### src/rtl/mem_port_arbiter_if.sv
// CPU-side fetch/load-store handshakes plus the single-port Memory bus.
// The arbiter takes the slave view, the CPU/Memory environment the master view.
interface mem_port_arbiter_if #(
    parameter int unsigned AW = 32,
    parameter int unsigned DW = 32
);
    logic          i_req;
    logic [AW-1:0] i_addr;
    logic [DW-1:0] i_rdata;
    logic          i_ack;

    logic          d_req;
    logic          d_we;
    logic [AW-1:0] d_addr;
    logic [DW-1:0] d_wdata;
    logic [DW-1:0] d_rdata;
    logic          d_ack;

    logic [AW-1:0] mem_addr;
    logic [DW-1:0] mem_wdata;
    logic          mem_read;
    logic          mem_write;
    logic [DW-1:0] mem_rdata;

    modport slave (
        input  i_req, i_addr, d_req, d_we, d_addr, d_wdata, mem_rdata,
        output i_rdata, i_ack, d_rdata, d_ack, mem_addr, mem_wdata, mem_read, mem_write
    );

    modport master (
        output i_req, i_addr, d_req, d_we, d_addr, d_wdata, mem_rdata,
        input  i_rdata, i_ack, d_rdata, d_ack, mem_addr, mem_wdata, mem_read, mem_write
    );
endinterface

### src/rtl/mem_port_arbiter.sv
// Shares one single-port Memory between instruction fetch (I) and load/store (D):
// each access runs IDLE -> ACCESS -> RESP, with D priority bounded by an I starvation counter.
module mem_port_arbiter #(
    parameter int unsigned AW       = 32,
    parameter int unsigned DW       = 32,
    parameter int unsigned MAX_WAIT = 3
) (
    input  logic               clk,
    input  logic               rst_n,
    mem_port_arbiter_if.slave  bus,
    output logic               busy
);
    localparam int unsigned CW = 4;
    localparam logic [CW-1:0] WAIT_LIM = CW'(MAX_WAIT);

    typedef enum logic [1:0] {
        ST_IDLE   = 2'd0,
        ST_ACCESS = 2'd1,
        ST_RESP   = 2'd2
    } state_t;

    state_t        state_q, state_d;
    logic          owner_i_q, owner_i_d;
    logic [CW-1:0] wait_cnt_q, wait_cnt_d;
    logic [AW-1:0] mem_addr_q, mem_addr_d;
    logic [DW-1:0] mem_wdata_q, mem_wdata_d;
    logic [DW-1:0] i_rdata_q, i_rdata_d;
    logic [DW-1:0] d_rdata_q, d_rdata_d;
    logic          mem_read_q, mem_read_d;
    logic          mem_write_q, mem_write_d;
    logic          i_ack_q, i_ack_d;
    logic          d_ack_q, d_ack_d;
    logic          busy_q, busy_d;
    logic          grant_i, grant_d;

    // D wins ties unless I has already waited MAX_WAIT consecutive D grants
    always_comb begin
        grant_i = (state_q == ST_IDLE) && bus.i_req && (!bus.d_req || (wait_cnt_q == WAIT_LIM));
        grant_d = (state_q == ST_IDLE) && bus.d_req && !grant_i;
    end

    always_ff @(posedge clk or negedge rst_n) begin
        if (!rst_n) state_q <= ST_IDLE;
        else        state_q <= state_d;
    end

    always_comb begin
        state_d = state_q;
        case (state_q)
            ST_IDLE:   if (grant_i || grant_d) state_d = ST_ACCESS;
            ST_ACCESS: state_d = ST_RESP;
            ST_RESP:   state_d = ST_IDLE;
            default:   state_d = ST_IDLE;
        endcase
    end

    always_comb begin
        owner_i_d   = owner_i_q;
        wait_cnt_d  = wait_cnt_q;
        mem_addr_d  = mem_addr_q;
        mem_wdata_d = mem_wdata_q;
        i_rdata_d   = i_rdata_q;
        d_rdata_d   = d_rdata_q;
        mem_read_d  = 1'b0;
        mem_write_d = 1'b0;
        i_ack_d     = 1'b0;
        d_ack_d     = 1'b0;
        busy_d      = (state_d != ST_IDLE);
        case (state_q)
            ST_IDLE: begin
                if (grant_i) begin
                    owner_i_d   = 1'b1;
                    mem_addr_d  = bus.i_addr;
                    mem_wdata_d = '0;
                    mem_read_d  = 1'b1;
                    wait_cnt_d  = '0;
                end else if (grant_d) begin
                    owner_i_d   = 1'b0;
                    mem_addr_d  = bus.d_addr;
                    mem_wdata_d = bus.d_wdata;
                    mem_read_d  = !bus.d_we;
                    mem_write_d = bus.d_we;
                    if (bus.i_req && (wait_cnt_q != WAIT_LIM)) wait_cnt_d = wait_cnt_q + CW'(1);
                end
                if (!bus.i_req) wait_cnt_d = '0;
            end
            ST_ACCESS: begin
                i_ack_d = owner_i_q;
                d_ack_d = !owner_i_q;
                // mem_read_q doubles as the latched "this is a read" flag
                if (mem_read_q) begin
                    if (owner_i_q) i_rdata_d = bus.mem_rdata;
                    else           d_rdata_d = bus.mem_rdata;
                end
            end
            default: ;
        endcase
    end

    always_ff @(posedge clk or negedge rst_n) begin
        if (!rst_n) begin
            owner_i_q   <= 1'b0;
            wait_cnt_q  <= '0;
            mem_addr_q  <= '0;
            mem_wdata_q <= '0;
            i_rdata_q   <= '0;
            d_rdata_q   <= '0;
            mem_read_q  <= 1'b0;
            mem_write_q <= 1'b0;
            i_ack_q     <= 1'b0;
            d_ack_q     <= 1'b0;
            busy_q      <= 1'b0;
        end else begin
            owner_i_q   <= owner_i_d;
            wait_cnt_q  <= wait_cnt_d;
            mem_addr_q  <= mem_addr_d;
            mem_wdata_q <= mem_wdata_d;
            i_rdata_q   <= i_rdata_d;
            d_rdata_q   <= d_rdata_d;
            mem_read_q  <= mem_read_d;
            mem_write_q <= mem_write_d;
            i_ack_q     <= i_ack_d;
            d_ack_q     <= d_ack_d;
            busy_q      <= busy_d;
        end
    end

    assign bus.mem_addr  = mem_addr_q;
    assign bus.mem_wdata = mem_wdata_q;
    assign bus.mem_read  = mem_read_q;
    assign bus.mem_write = mem_write_q;
    assign bus.i_rdata   = i_rdata_q;
    assign bus.i_ack     = i_ack_q;
    assign bus.d_rdata   = d_rdata_q;
    assign bus.d_ack     = d_ack_q;
    assign busy          = busy_q;
endmodule

### src/flat_wrapper.sv
// flat-port wrapper written by rule: the top's interface ports become plain ports
module mem_port_arbiter_flat 
#(
    parameter int unsigned AW       = 32,
    parameter int unsigned DW       = 32,
    parameter int unsigned MAX_WAIT = 3
)
  (clk, rst_n, busy, bus_i_req, bus_i_addr, bus_d_req, bus_d_we, bus_d_addr, bus_d_wdata, bus_mem_rdata, bus_i_rdata, bus_i_ack, bus_d_rdata, bus_d_ack, bus_mem_addr, bus_mem_wdata, bus_mem_read, bus_mem_write);
  mem_port_arbiter_if #(.AW(AW), .DW(DW)) bus_i ();
  input  logic clk;
  input  logic rst_n;
  output logic busy;
  input wire logic [$bits(bus_i.i_req)-1:0] bus_i_req;
  input wire logic [$bits(bus_i.i_addr)-1:0] bus_i_addr;
  input wire logic [$bits(bus_i.d_req)-1:0] bus_d_req;
  input wire logic [$bits(bus_i.d_we)-1:0] bus_d_we;
  input wire logic [$bits(bus_i.d_addr)-1:0] bus_d_addr;
  input wire logic [$bits(bus_i.d_wdata)-1:0] bus_d_wdata;
  input wire logic [$bits(bus_i.mem_rdata)-1:0] bus_mem_rdata;
  output wire logic [$bits(bus_i.i_rdata)-1:0] bus_i_rdata;
  output wire logic [$bits(bus_i.i_ack)-1:0] bus_i_ack;
  output wire logic [$bits(bus_i.d_rdata)-1:0] bus_d_rdata;
  output wire logic [$bits(bus_i.d_ack)-1:0] bus_d_ack;
  output wire logic [$bits(bus_i.mem_addr)-1:0] bus_mem_addr;
  output wire logic [$bits(bus_i.mem_wdata)-1:0] bus_mem_wdata;
  output wire logic [$bits(bus_i.mem_read)-1:0] bus_mem_read;
  output wire logic [$bits(bus_i.mem_write)-1:0] bus_mem_write;
  assign bus_i.i_req = bus_i_req;
  assign bus_i.i_addr = bus_i_addr;
  assign bus_i.d_req = bus_d_req;
  assign bus_i.d_we = bus_d_we;
  assign bus_i.d_addr = bus_d_addr;
  assign bus_i.d_wdata = bus_d_wdata;
  assign bus_i.mem_rdata = bus_mem_rdata;
  assign bus_i_rdata = bus_i.i_rdata;
  assign bus_i_ack = bus_i.i_ack;
  assign bus_d_rdata = bus_i.d_rdata;
  assign bus_d_ack = bus_i.d_ack;
  assign bus_mem_addr = bus_i.mem_addr;
  assign bus_mem_wdata = bus_i.mem_wdata;
  assign bus_mem_read = bus_i.mem_read;
  assign bus_mem_write = bus_i.mem_write;
  mem_port_arbiter #(.AW(AW), .DW(DW), .MAX_WAIT(MAX_WAIT)) u_core (.clk(clk), .rst_n(rst_n), .bus(bus_i), .busy(busy));
endmodule
### config.mk
export PLATFORM = sky130hd
export DESIGN_NAME = mem_port_arbiter_flat
export DESIGN_NICKNAME = d
export VERILOG_FILES = /design/src/rtl/mem_port_arbiter_if.sv /design/src/rtl/mem_port_arbiter.sv /design/src/flat_wrapper.sv
export SDC_FILE = /design/constraint.sdc
export NUM_CORES = 1
export LEC_CHECK = 0
export ABC_AREA = 1
export CORE_AREA = 2 2 94 164
export CTS_CLUSTER_SIZE = 40
export DETAILED_ROUTE_END_ITERATION = 12
export DIE_AREA = 0 0 96 166
export HOLD_SLACK_MARGIN = 0.08
export PLACE_DENSITY = 0.79
export REMOVE_ABC_BUFFERS = 1
export SYNTH_ARGS = -nofsm -noshare
export SYNTH_HDL_FRONTEND = slang
export SYNTH_SLANG_ARGS = --single-unit
### constraint.sdc
create_clock -name clk -period 1.8 [get_ports clk]
set_clock_uncertainty 0.1 [all_clocks]
set_input_delay 0.27 -clock clk [delete_from_list [all_inputs] [get_ports clk]]
set_output_delay 0.27 -clock clk [all_outputs]
set_load 0.005 [all_outputs]
; Word-level counts from Yosys, hierarchy flattened
; Cells that the tools add are included.
[totals]
regBits = 140
latch_bits = 0
mem_bits_rw = 0
mem_bits_ro = 0
inputBits = 133
memories = 0
[op_classes]
add_sub_neg = 1
multipliers = 0
n_div = 0
magnitude_cmp = 0
eq_ne = 5
shifts = 0
n_mux = 20
n_bitwise = 1
reduce_logical = 18
[op_table]
columns = op, count
row1 = $mux 32, 4
row2 = $mux 4, 4
row3 = $mux 1, 10
row4 = $reduce_and 3->1, 3
row5 = $ne 3x1->1 const B, 2
row6 = $logic_and 1x1->1, 5
row7 = $add 4x1->4 const B, 1
row8 = $eq 4x2->1 const B, 1
row9 = $logic_not 1->1, 4
row10 = $ne 4x2->1 const B, 1
row11 = $pmux 2 s2, 1
row12 = $reduce_bool 2->1, 2
row13 = $eq 2x1->1 const B, 1
row14 = $logic_not 2->1, 1
row15 = $logic_or 1x1->1, 2
row16 = $mux 2, 1
row17 = $reduce_and 2->1, 1
row18 = $not 1->1, 1

; Logic depth before layout (Yosys ltp)
; Gate-level depths: netlist of the first run.
[logic_depth]
ltp_word = 9
ltp_mapped = 8
ltp_nobuf = 7

; Worst setup path after synthesis of the first run
; No wires, ideal clock.
[synth_path]
kind = register to register
startpoint = register u_core.wait_cnt_q[0]
endpoint = register u_core.mem_addr_q[10], in the netlist u_core.bus.mem_addr[10]
setup_ns = 0.117
arrival_ns = 1.212
setup_slack_ns = 0.370
stages_incl_launch_ff = 9
n_path_buf = 1
period_less_slack_ns = 1.430
cell_sequence = dfrtp_1 -> ha_1 -> nand2_1 -> nand2_1 -> nand2_2 -> buf_2 -> nand2_1 -> nand3_1 -> nand2_1
[synth_via]
elab_chain_cells = 7
word_cells_on_any_way = 8
classes_between = 1 x eq/ne / 1 x mux / 6 x reduce/logical
[synth_lines]
columns = element, line
row1 = from (decl), mem_port_arbiter.sv:24  ; logic [CW-1:0] wait_cnt_q, wait_cnt_d;
row2 = from (signal assigned), mem_port_arbiter.sv:115  ; wait_cnt_q <= wait_cnt_d;
row3 = $eq 4x2->1 *, mem_port_arbiter.sv:38  ; grant_i = (state_q == ST_IDLE) && bus.i_req && (!bus.d_req || (wait_cnt_q == WAIT_LIM));
row4 = $logic_or 1x1->1 *, mem_port_arbiter.sv:38
row5 = $logic_and 1x1->1 *, mem_port_arbiter.sv:38
row6 = $logic_not 1->1, mem_port_arbiter.sv:39  ; grant_d = (state_q == ST_IDLE) && bus.d_req && !grant_i;
row7 = $logic_and 1x1->1, mem_port_arbiter.sv:39
row8 = $reduce_bool 2->1 (no line), -
row9 = $reduce_and 2->1 (no line), -
row10 = to (signal assigned), mem_port_arbiter.sv:116  ; mem_addr_q <= mem_addr_d;
row11 = to (decl), mem_port_arbiter.sv:25  ; logic [AW-1:0] mem_addr_q, mem_addr_d;
; Mark *: on every way between the ends. The rest lies on a longest branch, timed or not.
; A chain may end at the register's enable or synchronous reset.

; Final worst setup path of the first run
[layout_path]
startpoint = register u_core.mem_read_q, in the netlist u_core.bus.mem_read
endpoint = output port bus_mem_read
[layout_lines]
columns = element, line
row1 = from (decl), mem_port_arbiter.sv:29  ; logic mem_read_q, mem_read_d;
row2 = from (signal assigned), mem_port_arbiter.sv:120  ; mem_read_q <= mem_read_d;
row3 = to (decl), flat_wrapper.sv:26  ; output wire logic [$bits(bus_i.mem_read)-1:0] bus_mem_read;
; No word-level cell between the ends.

==> results of run 1 <==
layout make-up:
type | count | area (um2) | area share, %
clock buffer | 18 | 429 | 4.53
clock inverter | 14 | 150 | 1.59
sequential | 140 | 3500 | 37.0
timing repair buffer | 281 | 2910 | 30.8
inverter | 105 | 394 | 4.16
multi-input combinational | 418 | 1850 | 19.5
tap | 183 | 229 | 2.42
metal layers:
layer  wire length, um  vias up  track usage, %
met2              8980      206            39.1
met5                 0        -               0
met1              6060     2456            22.7
met4               393        0            7.58
li1                  -     2680               -
met3              1230       26            6.13
layout by cell type, fill, tap and decap left out, types with 2 or more instances in the layout:
master                            count
sky130_fd_sc_hd__nand3_1             97
sky130_fd_sc_hd__o21ai_1             64
sky130_fd_sc_hd__nand2_2              2
sky130_fd_sc_hd__xor2_1               2
sky130_fd_sc_hd__clkinvlp_4           3
sky130_fd_sc_hd__clkinv_4             2
sky130_fd_sc_hd__nand2_4              2
sky130_fd_sc_hd__clkbuf_16           17
sky130_fd_sc_hd__inv_6                4
sky130_fd_sc_hd__nand2_1            236
sky130_fd_sc_hd__nor2_1               4
sky130_fd_sc_hd__buf_4                4
sky130_fd_sc_hd__nor2_4               4
sky130_fd_sc_hd__nor2_2               2
sky130_fd_sc_hd__inv_1              100
sky130_fd_sc_hd__dfrtp_1            139
sky130_fd_sc_hd__o21ai_0              3
sky130_fd_sc_hd__buf_12              11
sky130_fd_sc_hd__clkdlybuf4s50_1    264
sky130_fd_sc_hd__inv_2                5
sky130_fd_sc_hd__inv_8                4
state kept, by name (all words and copies together), names as in the netlist:
signal	count
u_core.bus.i_ack	1
u_core.owner_i_q	1
u_core.bus.d_ack	1
u_core.busy	1
u_core.bus.mem_read	1
u_core.state_q	2
u_core.bus.mem_write	1
u_core.wait_cnt_q	4
u_core.bus.mem_addr	32
u_core.bus.mem_wdata	32
u_core.bus.i_rdata	32
u_core.bus.d_rdata	32
through the flow:
stage               cells  util, %
finish               1159     64.5
global route         1159     64.5
CTS                  1159     64.5
detailed placement   1126     60.4
global placement     1126     60.4
floorplan             663        -
Yosys cell counts (2+ instances only):
cell	n
sky130_fd_sc_hd__buf_1	2
sky130_fd_sc_hd__buf_2	16
sky130_fd_sc_hd__buf_4	6
sky130_fd_sc_hd__buf_6	13
sky130_fd_sc_hd__dfrtp_1	140
sky130_fd_sc_hd__inv_1	100
sky130_fd_sc_hd__inv_2	5
sky130_fd_sc_hd__nand2_1	236
sky130_fd_sc_hd__nand2_2	2
sky130_fd_sc_hd__nand2_4	2
sky130_fd_sc_hd__nand3_1	97
sky130_fd_sc_hd__nor2_1	4
sky130_fd_sc_hd__nor2_2	2
sky130_fd_sc_hd__nor2_4	4
sky130_fd_sc_hd__o21ai_0	3
sky130_fd_sc_hd__o21ai_1	64
sky130_fd_sc_hd__xor2_1	2
repair_timing:
| item | CTS | global route |
|---|---|---|
| hold buffers | 1 | 0 |
| setup endpoints to repair | 1 | 0 |
| resized for setup | 1 | 0 |
| endpoints found under the hold margin | 140 | 0 |
worst max-delay path by stage:
| stage | endpoint | cells after the start | slack, ns |
|---|---|---|---|
| floorplan | u_core.bus.mem_read | 6 | -0.59 |
| global placement | u_core.bus.mem_addr[30] | 8 | 0.12 |
| detailed placement | u_core.bus.mem_read | 7 | 0.12 |
| CTS | bus_mem_read | 1 | 0.04 |
| global route | u_core.wait_cnt_q[0] | 7 | 0.005 |
| finish | bus_mem_read | 1 | 0.08 |
kinds of logic after synthesis:
family          synth area share [%]
simple gates                    24.5
buf+inv                         11.2
flops                           58.1
compound gates                  5.64
xor+xnor                       0.291
fa+ha+maj                      0.207
power groups by stage:
stage	Sequential, mW	Clock [mW]	Combinational, mW
after floorplan	5.53	0	2.16
after global placement	5.39	0	6.37
after detailed placement	5.44	0	6.53
after CTS	5.42	3.49	6.55
after global routing	5.59	3.64	7.15
final	5.42	3.43	6.44
==> results.rst, run 1 <==
.. list-table::
   :header-rows: 1

   * - Metric
     - Value
   * - Path type of the worst min-delay path
     - primary input to asynchronous set/reset pin
   * - Layout area overhead
     - 57.1%
   * - Final hold violation count
     - 0
   * - Seq/Total Area, Yosys
     - a little under 60%
   * - First-pass GRT wire length
     - around 27 mm
   * - Inserted Diodes
     - 0
   * - Number of fillers in the final layout
     - about 1200
   * - Maximum cell stage delay along the critical path
     - 0.53 ns
   * - Number of iterations in the first detailed-routing pass
     - 5
   * - GRT Total Usage
     - a little over a fifth
   * - Crit share post-route
     - between 90% and 100%
   * - Routed WL
     - 16.7 mm
   * - Number of placement rows
     - ~60
   * - Clock period minus final worst setup slack
     - ~1.7 ns
   * - Number of buffers inserted to repair setup after CTS
     - 0
   * - Placed wire-length estimate after detailed placement
     - about 12 mm
   * - Core Area
     - 14700 um2
   * - RR Startpoint
     - u_core.wait_cnt_q[0]
   * - Remaining global-route overflow
     - 0
   * - Setup repair after global routing missed its margin
     - false
   * - Maximum fanout along the worst path
     - 3
   * - Share of async-settable or async-resettable flops after synthesis
     - 100%
   * - Count of endpoints failing setup in the final report
     - 0
   * - Count of buffers inserted at the top-level ports
     - ~270
   * - Critical path's slowest cell
     - sky130_fd_sc_hd__clkdlybuf4s50_1
   * - Via count of the first global-routing pass
     - approximately 5400
   * - Overall power of the completed layout
     - 15.3 mW
   * - MaxCap Viol Count
     - 0
   * - Post-Syn Instances
     - around 700
   * - Crit Reg-Reg Endpoint
     - u_core.bus.mem_read
   * - Maximum number of pins on one net before global-route repair
     - 65
   * - Reg-to-reg setup timing slack
     - 0.16 ns
   * - Outcome
     - completed
   * - CTS Buf Count
     - 17
   * - CTS Root Cell
     - sky130_fd_sc_hd__clkbuf_16
   * - Number of pins with negative max-slew slack in the final report
     - 0
   * - CTS tree
     - yes
   * - Clock sink total
     - 140
   * - Die boundary width
     - 96 um
   * - Via-per-instance ratio
     - between 4 and 5
   * - DRC violation total after the first TritonRoute iteration
     - between 150 and 200
   * - Main area contributors after synthesis
     - sky130_fd_sc_hd__dfrtp_1 (58%), sky130_fd_sc_hd__nand2_1 (15%), sky130_fd_sc_hd__nand3_1 (8.1%)
   * - Proportion of power drawn by the clock network
     - 22.4%
   * - Sequential share of power
     - 35.4%
   * - Area of the die
     - roughly 16000 um2
   * - #FFs+latches synth
     - 140
   * - List of cells traversed by the critical path
     - clkdlybuf4s50_1
   * - Detailed-route DRC error count
     - 0
   * - Post-placement worst setup slack
     - 0.115 ns
   * - Final hold slack
     - 0.202 ns
   * - Total vias in the final route
     - between 5000 and 6000
   * - Layout Cell Area excl Fill
     - approximately 9500 um2
   * - Delay-heaviest family, CP
     - buffers and inverters
   * - Clock transition at path regs
     - around 0.070 ns
   * - Peak supply drop
     - between 0.7 and 0.8 mV
   * - H-tree lvl count
     - 4
   * - Number of nets in the layout
     - between 1000 and 1500
   * - Depth of the worst register-to-register path
     - 7
   * - Die span in y
     - about 170 um
   * - Top Ports
     - about 270
   * - Antenna violations before repair
     - 0
   * - CP startpoint kind
     - flip-flop
   * - Buffer and inverter count on the worst path
     - 1
   * - Pint
     - slightly above 10 mW
   * - Top flip-flop cell by instance count after synthesis
     - sky130_fd_sc_hd__dfrtp_1
   * - Arrival time of data at the critical path endpoint
     - 1.35 ns
   * - Cell area after technology mapping
     - roughly 6000 um2
   * - Initial cell density of the core
     - about two fifths
   * - Setup WS post-layout
     - between 0.07 and 0.08 ns
   * - Type of element capturing the critical path
     - output pin
   * - Data required time of the critical path
     - roughly 1.4 ns
   * - Gp weighted congestion
     - 0.780
   * - Post-synthesis area per instance
     - 8.60 um2
   * - Setup TNS
     - 0 ns
   * - Switching power
     - 5.03 mW
   * - Leakage power
     - about 4.8 nW
   * - Comb pwr share
     - approximately 42%
   * - Crit path launch
     - u_core.bus.mem_read
   * - PwrDens
     - between 1500 and 2000 nW/um2
   * - Drt wl/cell
     - 14.4 um
   * - Maximum buffer depth of the clock tree
     - 2
   * - Peak clock frequency supported by timing
     - around 580 MHz
   * - Number of distinct library cells after synthesis
     - 20
   * - Yosys warning total
     - 0
   * - Number of flops mapped to enable cells by yosys
     - 0
   * - Rel. slew slack
     - about four fifths
   * - Clk Latency, worst-skew pair
     - roughly 0.41 ns
   * - Dpl cell area
     - approximately 8900 um2
   * - Fraction of layout instances using a drive strength above 1
     - under 10%
   * - Share of the synthesized area in the top cell type
     - 58.1%
   * - Largest area contributor in the synthesized netlist
     - sky130_fd_sc_hd__dfrtp_1
   * - Worst setup path category
     - flip-flop to output pin
   * - Actual transition at the worst max-transition pin
     - roughly 0.31 ns
   * - Fraction of power spent switching nets
     - between 30% and 40%
   * - Final ANT Viol Nets
     - 0
No activity file was read; power rests on OpenSTA's default activity.
==> inputs of run 2 (changes only) <==
--- a/config.mk
+++ b/config.mk
@@ -6,6 +6,7 @@
 export NUM_CORES = 1
 export LEC_CHECK = 0
 export ABC_AREA = 1
+export CAP_MARGIN = 5
 export CORE_AREA = 2 2 94 164
 export CTS_CLUSTER_SIZE = 40
 export DETAILED_ROUTE_END_ITERATION = 12
==> results of run 2 <==
Final layout, timing and power as in run 1 (identical DEF).
